<file path="src/rtl/alien_unit_pkg.sv">
// alien_unit_pkg: shared alien state type, geometry/colour defaults and hit-box test
//   alien_state_t : ALIVE, FLASH, EXPLODE, DEAD
//   *_DEF         : default sprite size, grid spacing and colours
//   box_hit()     : signed inclusive point-in-rectangle test
package alien_unit_pkg;

   typedef enum logic [1:0] {ALIVE, FLASH, EXPLODE, DEAD} alien_state_t;

   localparam int          ENEMY_W_DEF       = 32;
   localparam int          ENEMY_H_DEF       = 24;
   localparam int          SPACING_X_DEF     = 16;
   localparam int          SPACING_Y_DEF     = 12;
   localparam logic [23:0] COLOR_NORMAL_DEF  = 24'h00FF00;
   localparam logic [23:0] COLOR_FLASH_DEF   = 24'hFFFFFF;
   localparam logic [23:0] COLOR_EXPLODE_DEF = 24'hFF8000;

   // Callers sign-extend their coordinates to 32 bits so one function serves any width.
   function automatic logic box_hit(input logic signed [31:0] h, v, l, r, t, b);
      return (h >= l) && (h <= r) && (v >= t) && (v <= b);
   endfunction

endpackage

</file>
<file path="src/rtl/alien_unit_frame_timer.sv">
// alien_unit_frame_timer: counts frame ticks from zero up to a terminal value
//   clk, rst_n : clock, asynchronous active-low reset
//   start_i    : restart the count at zero (has priority over tick_i)
//   tick_i     : one frame elapsed (fsync qualified by the caller)
//   last_i     : terminal count; the tick seen at this count raises done_o
//   odd_o      : low bit of the count, used for the flash blink phase
//   done_o     : combinational, high on the terminal tick; the count then returns to zero
module alien_unit_frame_timer #(
   parameter int W = 4
) (
   input  logic         clk,
   input  logic         rst_n,
   input  logic         start_i,
   input  logic         tick_i,
   input  logic [W-1:0] last_i,
   output logic         odd_o,
   output logic         done_o
);

   logic [W-1:0] cnt_q, cnt_d;

   assign done_o = tick_i && !start_i && cnt_q == last_i;
   assign odd_o  = cnt_q[0];

   always_comb cnt_d = (start_i || done_o) ? '0 : tick_i ? cnt_q + W'(1) : cnt_q;

   always_ff @(posedge clk or negedge rst_n)
      if (!rst_n) cnt_q <= '0;
      else        cnt_q <= cnt_d;

endmodule

</file>
<file path="src/rtl/alien_unit.sv">
// alien_unit: per-alien bounding box, health, flash/explosion timing and pixel output
//   pixel_clk, rst_n            : clock, asynchronous active-low reset
//   fsync                       : one-cycle frame-start strobe
//   hpos, vpos                  : current raster position (signed)
//   group_lhpos, group_tvpos    : group origin (signed)
//   row, col                    : grid cell of this alien
//   alien_hit                   : collision strobe, any cycle
//   pixel, active               : colour and visibility at the raster position
//   hittable                    : raster inside box and alien can take damage
//   alien_alive                 : ALIVE or FLASH
//   killed                      : one-cycle pulse after a lethal fsync
//   lhpos, rhpos, tvpos, bvpos  : bounding box edges (signed)
module alien_unit
   import alien_unit_pkg::*;
#(
   parameter int          CW             = 12,
   parameter int          ENEMY_W        = ENEMY_W_DEF,
   parameter int          ENEMY_H        = ENEMY_H_DEF,
   parameter int          SPACING_X      = SPACING_X_DEF,
   parameter int          SPACING_Y      = SPACING_Y_DEF,
   parameter int          HIT_POINTS     = 2,
   parameter int          FLASH_FRAMES   = 4,
   parameter int          EXPLODE_FRAMES = 8,
   parameter logic [23:0] COLOR_NORMAL   = COLOR_NORMAL_DEF,
   parameter logic [23:0] COLOR_FLASH    = COLOR_FLASH_DEF,
   parameter logic [23:0] COLOR_EXPLODE  = COLOR_EXPLODE_DEF
) (
   input  logic                 pixel_clk,
   input  logic                 rst_n,
   input  logic                 fsync,
   input  logic signed [CW-1:0] hpos,
   input  logic signed [CW-1:0] vpos,
   input  logic signed [CW-1:0] group_lhpos,
   input  logic signed [CW-1:0] group_tvpos,
   input  logic [3:0]           row,
   input  logic [3:0]           col,
   input  logic                 alien_hit,
   output logic [23:0]          pixel,
   output logic                 active,
   output logic                 hittable,
   output logic                 alien_alive,
   output logic                 killed,
   output logic signed [CW-1:0] lhpos,
   output logic signed [CW-1:0] rhpos,
   output logic signed [CW-1:0] tvpos,
   output logic signed [CW-1:0] bvpos
);

   localparam int            FMAX   = FLASH_FRAMES > EXPLODE_FRAMES ? FLASH_FRAMES : EXPLODE_FRAMES;
   localparam int            FW     = $clog2(FMAX + 1);
   localparam logic [CW-1:0] STEP_X = CW'(ENEMY_W + SPACING_X);
   localparam logic [CW-1:0] STEP_Y = CW'(ENEMY_H + SPACING_Y);

   if (HIT_POINTS < 1 || HIT_POINTS > 15) begin : g_bad_hp
      $error("alien_unit: HIT_POINTS must be 1..15");
   end
   if (FLASH_FRAMES < 1 || EXPLODE_FRAMES < 1) begin : g_bad_frames
      $error("alien_unit: FLASH_FRAMES and EXPLODE_FRAMES must be >= 1");
   end

   alien_state_t  state_q, state_d;
   logic [3:0]    hp_q, hp_d;
   logic          pend_q, pend_d;
   logic          killed_q, killed_d;
   logic [CW-1:0] off_x, off_y;
   logic [FW-1:0] last;
   logic          in_box, damage, lethal, tick, done, odd;

   // Grid offsets are unsigned products; the sums wrap modulo 2^CW.
   assign off_x = CW'(col) * STEP_X;
   assign off_y = CW'(row) * STEP_Y;
   assign lhpos = group_lhpos + $signed(off_x);
   assign tvpos = group_tvpos + $signed(off_y);
   assign rhpos = lhpos + $signed(CW'(ENEMY_W - 1));
   assign bvpos = tvpos + $signed(CW'(ENEMY_H - 1));
   assign in_box = box_hit(32'(hpos), 32'(vpos), 32'(lhpos), 32'(rhpos), 32'(tvpos), 32'(bvpos));

   // A hit latched earlier in the frame or arriving on the fsync itself both count once.
   assign damage = fsync && state_q == ALIVE && (pend_q || alien_hit);
   assign lethal = damage && hp_q == 4'd1;
   assign tick   = fsync && (state_q == FLASH || state_q == EXPLODE);
   assign last   = state_q == FLASH ? FW'(FLASH_FRAMES - 1) : FW'(EXPLODE_FRAMES - 1);

   alien_unit_frame_timer #(.W(FW)) u_timer (
      .clk     (pixel_clk),
      .rst_n   (rst_n),
      .start_i (damage),
      .tick_i  (tick),
      .last_i  (last),
      .odd_o   (odd),
      .done_o  (done)
   );

   always_comb begin
      state_d  = state_q;
      hp_d     = hp_q;
      killed_d = lethal;
      pend_d   = fsync ? 1'b0 : (pend_q || (alien_hit && state_q == ALIVE));
      if (damage) begin
         hp_d    = hp_q - 4'd1;
         state_d = lethal ? EXPLODE : FLASH;
      end else if (done) begin
         state_d = state_q == FLASH ? ALIVE : DEAD;
      end
   end

   always_ff @(posedge pixel_clk or negedge rst_n)
      if (!rst_n) begin
         state_q  <= ALIVE;
         hp_q     <= 4'(HIT_POINTS);
         pend_q   <= 1'b0;
         killed_q <= 1'b0;
      end else begin
         state_q  <= state_d;
         hp_q     <= hp_d;
         pend_q   <= pend_d;
         killed_q <= killed_d;
      end

   assign active      = in_box && state_q != DEAD;
   assign hittable    = in_box && state_q == ALIVE;
   assign alien_alive = state_q == ALIVE || state_q == FLASH;
   assign killed      = killed_q;
   assign pixel       = !active                   ? 24'h0 :
                        state_q == EXPLODE        ? COLOR_EXPLODE :
                        (state_q == FLASH && odd) ? COLOR_FLASH : COLOR_NORMAL;

endmodule
</file>
<file path="config.mk">
export PLATFORM = sky130hd
export DESIGN_NAME = alien_unit
export DESIGN_NICKNAME = d
export VERILOG_FILES = /design/src/rtl/alien_unit_pkg.sv /design/src/rtl/alien_unit_frame_timer.sv /design/src/rtl/alien_unit.sv
export SDC_FILE = /design/constraint.sdc
export NUM_CORES = 1
export LEC_CHECK = 0
export ABC_AREA = 1
export CAP_MARGIN = 20
export CORE_MARGIN = 3
export CORE_UTILIZATION = 49
export DETAILED_ROUTE_END_ITERATION = 8
export GPL_ROUTABILITY_DRIVEN = 0
export GPL_TIMING_DRIVEN = 0
export PLACE_DENSITY = 0.91
export SLEW_MARGIN = 20
export SYNTH_ARGS = -nofsm -noshare
export SYNTH_HDL_FRONTEND = slang
export SYNTH_SLANG_ARGS = --single-unit
</file>
<file path="constraint.sdc">
create_clock -name pixel_clk -period 6.8 [get_ports pixel_clk]
set_input_delay 0.68 -clock pixel_clk [delete_from_list [all_inputs] [get_ports pixel_clk]]
set_output_delay 0.68 -clock pixel_clk [all_outputs]
set_load 0.02 [all_outputs]
</file>
==> out/results.txt <==
status -> finished, final reports clean
Flop pwr share -> 0.111
largest net degree at the start of global routing -> 13
Max Clock Freq -> 0.1562 GHz
grt ovf -> 0
hold_sp -> hp_q[1]
detailed placer's ending HPWL -> 8280 um
worst hold path depth -> 2
Sw Share -> 0.5119
clk buf depth -> 2
WL/cell -> 14.10 um
core area -> 6531 sq um
total clock sinks -> 12
count leader, synth -> inv_1
Worst setup EP type -> primary output
number of flops mapped to enable cells by yosys -> 0
CTS Buf Count -> 3
Min-Delay Endpoint -> hp_q[1]
Final Cycle Share -> 0.9412
filler instances -> 447
Synth top area share -> 0.2847
clk slew on worst S/H paths -> 50 ps
I/O Buffers -> 135
yosys warns -> 0
Sw Pwr -> 591.8 uW
final hold violations -> 0
maxcap violations -> 0
vias in the first global route -> 3,738
via count -> 3,690
Slew @ Worst Pin -> 572.4 ps
RSZ-0062 raised after global routing -> no
part of the power in the clock network -> 0.067
Avg Synthesized Cell Area -> 7.007 sq um
Critical Path RT -> 6120 ps
internal power -> 564.3 uW
Total Routing Usage GR -> 0.2333
Reg-to-Reg End -> u_timer.cnt_q[3]
slowest cell delay on critical path -> 610 ps
diode count -> 0
share of post-route cells with drive strength above 1 -> 0.1164
register area share after synthesis -> 0.08909
Slew Limit Fails -> 0
Register Area -> 301.5 sq um
H-tree lvl count -> 1
# nets final -> 768
setup TNS -> 0 ps
arrival time worst endpoint -> 5720 ps
Synth Instances -> 483
Max transition margin -> 0.6170
first-pass GRT wire length -> 15,310 um
Ports -> 136
Post-synth top flop -> dfrtp_1
crit path max fanout -> 5
Cell Rows -> 29
Power per Cell Area -> 228.8 nW/um^2
critical path's most frequent cell -> nand2_1
Cell variety after synth -> 39
initial antenna violation count -> 0
final wirelength -> 9928 um
Max VDD drop -> 194.6 uV
HP Class -> reg -> reg
full die area -> 7941 sq um
clk_skew -> 0.3416 ps
1st-pass router iterations -> 4
CTS tree -> yes
Worst path slowest cell -> clkdlybuf4s50_1
final setup fails -> 0
chip width -> 89.11 um
Min Clock Period, post-route -> 6400 ps
CP startpoint kind -> input pin
root buffer cell -> clkbuf_8
ranking of synthesized cells by area -> ha_1 28%, inv_1 10%, nand2_1 9.3%
RR Startpoint -> state_q[0]
kind of critical path -> in -> out
worst skew pair latency -> 240 ps
Post-Syn Area -> 3384 sq um
footprint of the multi-input gates -> 2582 sq um
Final ANT Viol Nets -> 0
area grow syn2layout -> 49.28%
FF+latch count, synth -> 12
syn_nets -> 623
drt drc -> 0
initial core utilization -> 0.5182
asr flop ratio synth -> 1.000
vias per cell -> 5.241
Comb pwr share -> 0.823
Reg2Reg Setup Slack -> 4760 ps
Post-synth top cells -> 93 x inv_1, 84 x nand2_1, 77 x ha_1, 34 x a21oi_1, 27 x buf_4
die height -> 89.11 um
Register-to-Register Path Depth -> 9
dominant cell type by area after synthesis -> ha_1
initial DRC count -> 111
final hold slack -> 496.1 ps
leakage -> 0.003041 uW
layer usage:
layer	share of wire	up-vias	global-route usage
li1	-	1831	-
met1	0.39	1685	0.2504
met2	0.53	149	0.4729
met3	0.058	25	0.02857
met4	0.016	0	0.05683
met5	0	-	0
through the flow:
step           setup WS, ps  area (sq um)  utilization  cells  total power, uW
5_1_grt               2.727          5052       0.7736    704             1255
6_report              399.9          5052       0.7736    704             1156
4_1_cts              -5.009          4902       0.7506    699             1130
3_3_place_gp          52.13          4832       0.7398    695            994.5
3_5_place_dp         -159.2          4832       0.7398    695             1039
2_1_floorplan         835.9          3385            -    483            701.2
how the worst max path moves through the flow:
| stage | start | endpoint |
|---|---|---|
| floorplan | col[0] | pixel[17] |
| global placement | col[1] | pixel[3] |
| detailed placement | col[1] | pixel[18] |
| CTS | col[1] | pixel[18] |
| global route | col[1] | active |
| finish | col[1] | active |
cells in the final DEF, fill, tap and decap left out, drive strengths merged, types with 9 or more instances in the layout:
cell and count:
clkdlybuf4s50 110, inv 98, nand2 85, ha 77, a21oi 37, buf 33, xor2 30, nor2 28
dlymetal6s2s 24, nand3 22, nand4 15, o21ai 14, dfrtp 11, nor3 9
cell type report:
| cell class | count | area share |
|---|---|---|
| Multi-Input combinational cell | 346 | 0.5111 |
| Timing Repair Buffer | 140 | 0.2863 |
| Inverter | 98 | 0.07281 |
| Sequential cell | 12 | 0.05968 |
| Buffer | 27 | 0.04012 |
| Tap cell | 77 | 0.01907 |
| Clock buffer | 4 | 0.01090 |
critical path: cells and delay by family:
family | cells | cell delay [ps]
AO/OA/AOI/OAI | 3 | 560
XOR/XNOR | 3 | 530
adder cells (fa/ha/maj) | 4 | 1450
buffers and inverters | 4 | 1270
AND/OR/NAND/NOR | 12 | 1230
registers in the layout, summed over array words and instances, names as in the netlist:
register / cells
state_q: 2
hp_q: 4
u_timer.cnt_q: 4
pend_q: 1
killed: 1
power by group through the flow:
stage / registers, uW / logic [uW] / clock network (uW)
after floorplan: 123 / 578 / 0
after global placement: 126 / 869 / 0
after detailed placement: 128 / 911 / 0
after CTS: 127 / 926 / 77.2
after global routing: 130 / 1040 / 81.1
final: 128 / 951 / 77.1
what timing repair did:
action / 4_1_cts / 5_1_grt
hold buffers: 0 / 0
setup endpoints to repair: 23 / 26
setup buffers: 0 / 5
gates resized for setup: 4 / 35
pin swaps: 0 / 3
kinds of logic (layout without fill, tap and decap cells):
| logic type | count (synthesis) | after routing | share of synthesized area |
|---|---|---|---|
| DFF | 12 | 12 | 0.08909 |
| AOI/OAI and AO/OA | 64 | 64 | 0.1109 |
| and+or+nand+nor | 164 | 164 | 0.2196 |
| adders and majority gates | 80 | 80 | 0.3024 |
| xor gates and xnor gates | 38 | 38 | 0.1094 |
| buffers and inverters | 125 | 269 | 0.1686 |
No activity file was read; power rests on OpenSTA's default activity.
